### src/rtl/nibble_match_scanner_pkg.sv
// Shared types and default sizing for the nibble match scanner.
package nibble_match_scanner_pkg;
  typedef enum logic [1:0] {IDLE, SCAN, DONE} state_t;
  localparam int DEF_WIDTH = 4;
  localparam int DEF_IDX_W = 8;
endpackage

### src/rtl/nibble_eq.sv
// Combinational WIDTH-bit equality compare.
module nibble_eq #(
  parameter int WIDTH = 4
) (
  input  logic [WIDTH-1:0] a,
  input  logic [WIDTH-1:0] b,
  output logic             eq
);
  assign eq = (a == b);
endmodule

### src/rtl/nibble_match_scanner.sv
// Scans a valid/ready nibble stream against a stored key; reports first-match
// index and saturating match/beat counts through a valid/ack result port.
module nibble_match_scanner
  import nibble_match_scanner_pkg::*;
#(
  parameter int WIDTH = DEF_WIDTH,
  parameter int IDX_W = DEF_IDX_W
) (
  input  logic             clk,
  input  logic             rst_n,
  input  logic             key_load,
  input  logic [WIDTH-1:0] key_in,
  input  logic             start,
  input  logic             in_valid,
  input  logic [WIDTH-1:0] in_data,
  input  logic             in_last,
  output logic             in_ready,
  output logic             busy,
  output logic             res_valid,
  input  logic             res_ack,
  output logic             found,
  output logic [IDX_W-1:0] first_idx,
  output logic [IDX_W-1:0] match_cnt,
  output logic [IDX_W-1:0] beat_cnt,
  output logic             overflow
);
  localparam logic [IDX_W-1:0] CNT_MAX = '1;

  state_t           state;
  logic [WIDTH-1:0] key;
  logic             match;

  nibble_eq #(.WIDTH(WIDTH)) u_eq (.a(in_data), .b(key), .eq(match));

  // Handshake/status outputs decode the state register only.
  assign in_ready  = (state == SCAN);
  assign busy      = (state != IDLE);
  assign res_valid = (state == DONE);

  always_ff @(posedge clk or negedge rst_n) begin
    if (!rst_n) begin
      state     <= IDLE;
      key       <= '0;
      found     <= 1'b0;
      first_idx <= '0;
      match_cnt <= '0;
      beat_cnt  <= '0;
      overflow  <= 1'b0;
    end else begin
      case (state)
        IDLE: begin
          // key_load wins over start so a key and scan can't race.
          if (key_load) begin
            key <= key_in;
          end else if (start) begin
            found     <= 1'b0;
            first_idx <= '0;
            match_cnt <= '0;
            beat_cnt  <= '0;
            overflow  <= 1'b0;
            state     <= SCAN;
          end
        end
        SCAN: begin
          if (in_valid) begin
            if (match && !found) begin
              found     <= 1'b1;
              first_idx <= beat_cnt;
            end
            if (match && match_cnt != CNT_MAX) match_cnt <= match_cnt + 1'b1;
            // Counters stick at max; overflow flags the first beat that would wrap.
            if (beat_cnt != CNT_MAX) beat_cnt <= beat_cnt + 1'b1;
            else                     overflow <= 1'b1;
            if (in_last) state <= DONE;
          end
        end
        DONE: begin
          if (res_ack) state <= IDLE;
        end
        default: state <= IDLE;
      endcase
    end
  end
endmodule

### config.mk
export PLATFORM = sky130hd
export DESIGN_NAME = nibble_match_scanner
export DESIGN_NICKNAME = d
export VERILOG_FILES = /design/src/rtl/nibble_match_scanner_pkg.sv /design/src/rtl/nibble_eq.sv /design/src/rtl/nibble_match_scanner.sv
export SDC_FILE = /design/constraint.sdc
export NUM_CORES = 1
export LEC_CHECK = 0
export CAP_MARGIN = 0
export CELL_PAD_IN_SITES_DETAIL_PLACEMENT = 2
export CELL_PAD_IN_SITES_GLOBAL_PLACEMENT = 2
export CORE_MARGIN = 5
export CORE_UTILIZATION = 30
export CTS_BUF_LIST = sky130_fd_sc_hd__clkbuf_8
export CTS_CLUSTER_DIAMETER = 80
export DETAILED_ROUTE_END_ITERATION = 10
export PLACE_DENSITY = 0.84
export SYNTH_ARGS = -nofsm -noshare
export SYNTH_HDL_FRONTEND = slang
export SYNTH_HIERARCHICAL = 1
export SYNTH_SLANG_ARGS = --single-unit
### constraint.sdc
create_clock -name clk -period 2.19 [get_ports clk]
set_input_delay 0.438 -clock clk [delete_from_list [all_inputs] [get_ports clk]]
set_output_delay 0.438 -clock clk [all_outputs]
set_load 0.01 [all_outputs]
* Word level (Yosys, flattened, before mapping)
Index checks and enable logic that the tools add are counted.
Operators by class: add/sub/neg operators 2, multiplexer cells 25, reduce and logical (&&, ||, !) cells 12, equal/unequal tests 14
Operators by type and width (count):
- 8-bit 2-to-1 mux | 8
- 8-bit one-hot mux with 2 select lines | 3
- 5-bit AND reduction | 5
- 8-bit by 1-bit adder with 8-bit output (second input constant) | 2
- 8-bit != test (second input constant) | 2
- 2-bit 2-to-1 mux | 5
- 2-bit != test (second input constant) | 5
- 2-bit by 1-bit != test with 1-bit output (second input constant) | 4
- 1-bit 2-to-1 mux | 6
- 2-bit one-hot mux with 3 select lines | 1
- 4-bit == test | 1
- 1-bit one-hot mux with 2 select lines | 2
- 2-bit nonzero test | 2
- 2-bit by 1-bit == test with 1-bit output (second input constant) | 1
- 2-bit == test (second input constant) | 1
- 1-bit logical AND | 2
- 2-bit logical NOT | 1
- 2-bit AND reduction | 1
- 1-bit logical NOT | 1
Word-level totals: flip-flop bits (word level) 32

* Logic depth before layout (Yosys ltp)
Gate-level depths: netlist of run 1.
word-level depth 5, mapped depth 7, gate-level depth less buffers 6

* Hierarchy
The synthesis of run 1 kept the hierarchy.
By module, submodules not included:
- nibble_match_scanner | seq. area each 800.8 um^2, area an instance 1525.2 um^2, cells an instance 155, times used 1
- nibble_eq | seq. area each 0.0 um^2, area an instance 47.5 um^2, cells an instance 5, times used 1

* Least setup slack after synthesis of run 1
No wires, ideal clock.
path type input to register, start point input port in_data[1], end point register match_cnt[7], library setup time 120 ps, path slack 425 ps, stages on the path 6, data arrival time 1644 ps, required time 2070 ps, cells stage by stage xor2_1 -> nor4_2 -> nand4b_1 -> nor4_1 -> nand3_1 -> o211a_1
Between the ends: cells in the longest elaborated chain, start to end 4
Ends and longest elaborated chain:
- start, declared | line nibble_match_scanner.sv:15 | input logic [WIDTH-1:0] in_data,
- 4-bit == test | line nibble_eq.sv:9 | assign eq = (a == b);
- net match | line nibble_match_scanner.sv:31 | logic match;
- 1-bit logical AND | line nibble_match_scanner.sv:70 | if (match && match_cnt != CNT_MAX) match_cnt <= match_cnt + 1'b1;
- 2-bit by 1-bit != test with 1-bit output (no source line)
- 5-bit AND reduction (no source line)
- end signal, assigned | line nibble_match_scanner.sv:70
- end, declared | line nibble_match_scanner.sv:23 | output logic [IDX_W-1:0] match_cnt,
The timed path passes the listed nets, and every way through them passes these cells. A chain may end at the register's enable or synchronous reset.

* Worst setup path in the final report of run 1
start point input port in_data[0], end point register first_idx[0]
Between the ends: cells in the longest elaborated chain, start to end 4
Ends and longest elaborated chain:
- 4-bit == test | line nibble_eq.sv:9
- net match | line nibble_match_scanner.sv:31
- 1-bit logical AND | line nibble_match_scanner.sv:66 | if (match && !found) begin
- 2-bit by 1-bit != test with 1-bit output (no source line)
- 5-bit AND reduction (no source line)
- end signal, assigned | line nibble_match_scanner.sv:68 | first_idx <= beat_cnt;
- end, declared | line nibble_match_scanner.sv:22 | output logic [IDX_W-1:0] first_idx,
The timed path passes the listed nets, and every way through them passes these cells.

==> metrics.csv, run 1 <==
metric,value,unit
CTS Hold Bufs,0,
CTS buffer count,5,
area delta synth->final,43.52,%
first-pass GRT wire length,8631,um
Sinks on Clock Net,32,
share of layout cells above drive strength 1,14.42,%
post-synth top area share,50.91,%
DR vias/cell,5.147,
total grt overflow,0,
Final Hold Viols,0,
routed len/inst,18.46,um
Root Buffer,clkbuf_8,
Final setup viols,0,
Worst Path Buf+Inv,3,
htree depth,2,
IO buf count,43,
Crit path arrival time,2.27,ns
Post-DP HPWL,3935,um
"CP delay by family, top",buffers and inverters,
Worst-Skew Late Latency,0.28,ns
"Avg Cell Area, Syn",9.830,um2
Fill cells,562,
critical path type,input port to register,
crit-path cells,clkdlybuf4s50_1 -> xor2_1 -> nor4_2 -> nand4b_1 -> buf_4 -> nor2_2 -> buf_12 -> nand2_1 -> o21ai_0,
max-cap violations,0,
Pwr Total,2.266,mW
GRT Util Overall,17.06,%
full die area,6791,um2
Routed WL,5260,um
Initial Util,30.79,%
Core ar.,5107,um2
most frequent cells after synthesis,"dfrtp_1, nand2_1, o21ai_0, a31oi_1, nand3_1",
initial antenna violation count,0,
post-synth cell types,43,
FMAX,0.4797,GHz
worst hold path class,register to register,
number of global-route vias before repair,1685,
CP Launch Type,input port,
"Setup Fix Bufs, Post-CTS",0,
nets,232,
antenna cells,0,
status,"complete, no violations",
CP peak stage delay,0.43,ns
Static Leak,0.9335,nW
CP Capture Type,register,
Area contributors post-synth,"dfrtp_1, nand2_1, o21ai_0",
worst vdd ir,0.3926,mV
1st-iter DRT viols,49,
Crit-path slowest cell,clkdlybuf4s50_1,
register area,800.8,um2
DRC viols,0,
TritonCTS clock tree,done,
hold slack,0.5051,ns
Synth Register Bits,32,
predominant post-synthesis flop cell,dfrtp_1,
Final min period,2.085,ns
asr flop ratio synth,100.0,%
"Seq/Total Area, Yosys",50.91,%
Post-Syn Nets,177,
Post-DRT Antenna Nets,0,
DIE WIDTH,82.41,um
num ports,44,
Syn Inst Count,160,
Die Ht,82.41,um
max-slew violations,0,
Setup Skew,0.005930,ns
Rows,26,
multi-input logic area,732.0,um2
post-route clock period utilization,95.20,%
clock transition at the registers of the reported paths,0.07,ns
Yosys warnings,6,
WP data required,2.38,ns
actual slew at the worst max-slew pin,0.4338,ns
Cell Pwr Density,1004,nW/um2
most frequent cell after synthesis,dfrtp_1,
post-cts resize count,0,
clk buf depth,2,
drt first pass iters,4,
crit-path max FO,17,
Synth Cell Area,1573,um2
cell taking the most area after synthesis,dfrtp_1,
RD Place Congestion,0.8719,
via count,1467,
max_slew headroom,71.08,%
"EDFF count, synth",0,
largest net degree at the start of global routing,33,
cell usage in the layout, fill, tap and decap left out, types with 6 or more instances in the layout:
cell	Yosys	final
clkdlybuf4s50_1	0	43
dfrtp_1	32	32
nand2_1	26	26
o21ai_0	15	15
buf_4	0	9
a31oi_1	8	8
nand3_1	7	7
clkbuf_8	0	7
nor2_1	6	6
inv_1	6	6
sequential cells by signal, summed over array words and instances, names as in the netlist:
name and flops:
beat_cnt 8, overflow 1, key 4, state 2, found 1, match_cnt 8
first_idx 8
per-layer routing:
metal,global-route usage (%),up-vias,wire [um]
met5,0,-,0
met4,7.973,0,146
met3,3.688,14,188
met2,31.09,38,2814
met1,18.63,730,2111
li1,-,685,-
worst reg2reg max path, stage by stage, from the launching register on:
cell	delay, ns
dfrtp_1	0.39
xor2_1	0.18
nor4_2	0.38
nand4b_1	0.23
buf_4	0.21
nor2_2	0.12
buf_12	0.15
nand2_1	0.06
o21ai_0	0.11
cell families after synthesis:
group	after synthesis	share of synthesized area, %
xor gates and xnor gates	4	2.227
adders and majority gates	2	1.591
buffers and inverters	11	2.943
AOI/OAI and AO/OA	44	18.54
and+or+nand+nor	61	19.65
muxes	6	4.137
DFF	32	50.92
final timing paths:
path                            startpoint      endpoint  slack (ns)  cells past startpoint
worst min-delay path              overflow      overflow        0.51                      1
max in group asynchronous            rst_n  match_cnt[3]        1.31                      2
worst max register to register      key[2]  first_idx[0]        0.27                      8
worst min register to register    overflow      overflow        0.51                      1
worst max-delay path            in_data[0]  first_idx[0]        0.11                      9
min in group asynchronous            rst_n         found        0.56                      2
power by group:
part           switching [mW]  total [mW]  internal (mW)
clock network           0.222       0.502          0.280
logic                   0.430       0.863          0.433
registers               0.178       0.901          0.723
final cells by class:
class	instances	area share (%)
Timing Repair Buffer	53	22.95
Multi-Input combinational cell	117	32.43
Sequential cell	32	35.48
Clock buffer	7	4.268
Tap cell	70	3.880
Inverter	6	0.9978
stage by stage:
stage / cell area [um2] / util (%) / setup slack, ns / cells / TNS [ns]
after floorplan: 1573 / - / 0.4254 / 160 / 0
after global placement: 2155 / 42.19 / -0.02697 / 278 / -0.04083
after detailed placement: 2155 / 42.19 / -0.1869 / 278 / -1.381
after CTS: 2251 / 44.07 / 0.07855 / 285 / 0
after global routing: 2257 / 44.19 / -0.01955 / 285 / -0.01955
final: 2257 / 44.19 / 0.1052 / 285 / 0
No activity file was read; power rests on OpenSTA's default activity.
==> run 2, diff against run 1 <==
--- a/config.mk
+++ b/config.mk
@@ -13,7 +13,7 @@
 export CTS_BUF_LIST = sky130_fd_sc_hd__clkbuf_8
 export CTS_CLUSTER_DIAMETER = 80
 export DETAILED_ROUTE_END_ITERATION = 10
-export PLACE_DENSITY = 0.84
+export PLACE_DENSITY_LB_ADDON = 0.1
 export SYNTH_ARGS = -nofsm -noshare
 export SYNTH_HDL_FRONTEND = slang
 export SYNTH_HIERARCHICAL = 1
==> metrics.csv, run 2 (synthesis gave the netlist of run 1 again) <==
metric,value,unit,change
1st-iter DRT viols,43,,-12%
CP peak stage delay,0.42,ns,about the same
design area,2233,um2,-1.1%
max_slew headroom,71.72,%,+0.64 points
Initial Util,30.79,%,unchanged
nets,233,,+0.43%
Hold Path Origin,overflow,,
drt first pass iters,4,,unchanged
FMAX,0.4803,GHz,+0.14%
Rows,26,,unchanged
Final setup viols,0,,unchanged
via count,1460,,-0.48%
Root Buffer,clkbuf_8,,
Final Hold Viols,0,,unchanged
CP Capture Type,register,,
Final min period,2.082,ns,-0.002842 ns
area delta synth->final,42.00,%,
most frequent cells in the layout,"clkdlybuf4s50_1, dfrtp_1, nand2_1",,
htree depth,2,,unchanged
Inst Count DP,279,,+0.36%
Die Ht,82.41,um,unchanged
post-cts resize count,0,,unchanged
Worst-Skew Late Latency,0.28,ns,about the same
CP Launch Type,input port,,
met3 usage in global routing,3.796,%,+0.11 points
Worst Path Buf+Inv,1,,-2
max-slew violations,0,,unchanged
Crit. Startpoint,in_data[1],,
clock transition at the registers of the reported paths,0.07,ns,about the same
DR vias/cell,5.105,,-0.83%
DRC viols,0,,unchanged
max-cap violations,0,,unchanged
first-pass GRT wire length,8169,um,-5.4%
met2 global-route usage,28.37,%,-2.7 points
clk buf depth,2,,unchanged
Routed WL,4944,um,-6.0%
hold slack,0.5126,ns,+0.007412 ns
Sinks on Clock Net,32,,unchanged
post-route clock period utilization,95.07,%,-0.13 points
"most common cell after layout, fill and taps aside",clkdlybuf4s50_1,,
RD Place Congestion,0.7683,,-12%
status,"complete, no violations",,
"Top cell by count, worst path",nor4_2,,
Post-DP HPWL,3813,um,-3.1%
Static Leak,0.9300,nW,-0.37%
FF-to-FF Start,key[1],,
fin cells,286,,+0.35%
full die area,6791,um2,unchanged
CTS buffer count,5,,unchanged
GRT Util Overall,15.91,%,-1.1 points
CTS Hold Bufs,0,,unchanged
routed len/inst,17.29,um,-6.3%
Crit-path slowest cell,clkdlybuf4s50_1,,
num ports,44,,unchanged
worst vdd ir,0.4065,mV,+3.5%
crit-path max FO,3,,-14
placed inst area,2150,um2,-0.23%
Setup Skew,0.006591,ns,+0.0006606 ns
DIE WIDTH,82.41,um,unchanged
Util after Layout,43.73,%,-0.47 points
GR Layer Usage met1,18.48,%,-0.16 points
Crit path arrival time,2.26,ns,about the same
total grt overflow,0,,unchanged
Largest regs,"beat_cnt (8), first_idx (8), match_cnt (8)",,
WP data required,2.37,ns,about the same
Cell Pwr Density,969.3,nW/um2,-3.4%
actual slew at the worst max-slew pin,0.4242,ns,-0.009582 ns
share of layout cells above drive strength 1,14.35,%,-0.067 points
IO buf count,43,,unchanged
initial antenna violation count,0,,unchanged
most utilized layer in the global route result,met2,,
number of global-route vias before repair,1670,,-0.89%
critical path type,input port to register,,
"CP delay by family, top",simple AND/OR/NAND/NOR gates,,
TritonCTS clock tree,done,,
Post-DRT Antenna Nets,0,,unchanged
antenna cells,0,,unchanged
largest net degree at the start of global routing,33,,unchanged
Core ar.,5107,um2,unchanged
crit-path cells,clkdlybuf4s50_1 -> xor2_1 -> nor4_2 -> nand4b_1 -> nor4_2 -> nand3_1 -> o211a_1,,
"Setup Fix Bufs, Post-CTS",0,,unchanged
worst hold path class,register to register,,
## run 2: changes by cell type in the layout (fill, tap and decap cells not counted), sizes merged
cell	previous run	this run
clkbuf	7	5
buf	10	11
clkinv	0	1
inv	6	7
## run 2: cell type report
class | instances | area, um2
Tap cell | 70 | 87.58
Timing Repair Buffer | 54 | 513.0
Inverter | 6 | 22.52
Fill cell | 563 | 2874
Sequential cell | 32 | 800.8
Clock buffer | 5 | 68.82
Multi-Input combinational cell | 117 | 732.0
Clock inverter | 2 | 8.758
## run 2: power breakdown
| part | internal, mW | leakage (nW) | switching (mW) |
|---|---|---|---|
| registers | 0.723 | 0.428 | 0.170 |
| logic | 0.430 | 0.457 | 0.412 |
| clock network | 0.211 | 0.0452 | 0.218 |
| total | 1.36 | 0.930 | 0.800 |
## run 2: worst reg2reg max path, delay by kind of cell, from the launching register on
family                    cells  cell delay, ns
DFF                           1            0.39
AOI/OAI and AO/OA             1            0.13
xor gates and xnor gates      1            0.18
and+or+nand+nor               4            1.10
## run 2: metrics by stage
stage                TNS, ns  setup slack, ns  power [mW]
floorplan                  0           0.4254       1.300
global placement    -0.06068         -0.06068       1.703
detailed placement    -1.200          -0.2300       1.766
CTS                        0          0.07975       2.209
global route        -0.01316         -0.01316       2.322
finish                     0           0.1081       2.165
## run 2: metal layers
metal	up-vias	share of wire, %
met4	0	1.4
met1	739	41
met2	28	53
li1	686	-
met5	-	0
met3	7	4.3
## run 2: path summary, 6_finish.rpt
check,slack (ns),depth (start not counted),endpoint
min in group asynchronous,0.56,2,match_cnt[7]
max in group asynchronous,1.32,2,match_cnt[6]
hold reg to reg,0.51,1,overflow
setup / recovery,0.11,7,match_cnt[7]
hold / removal,0.51,1,overflow
setup reg to reg,0.28,6,match_cnt[7]
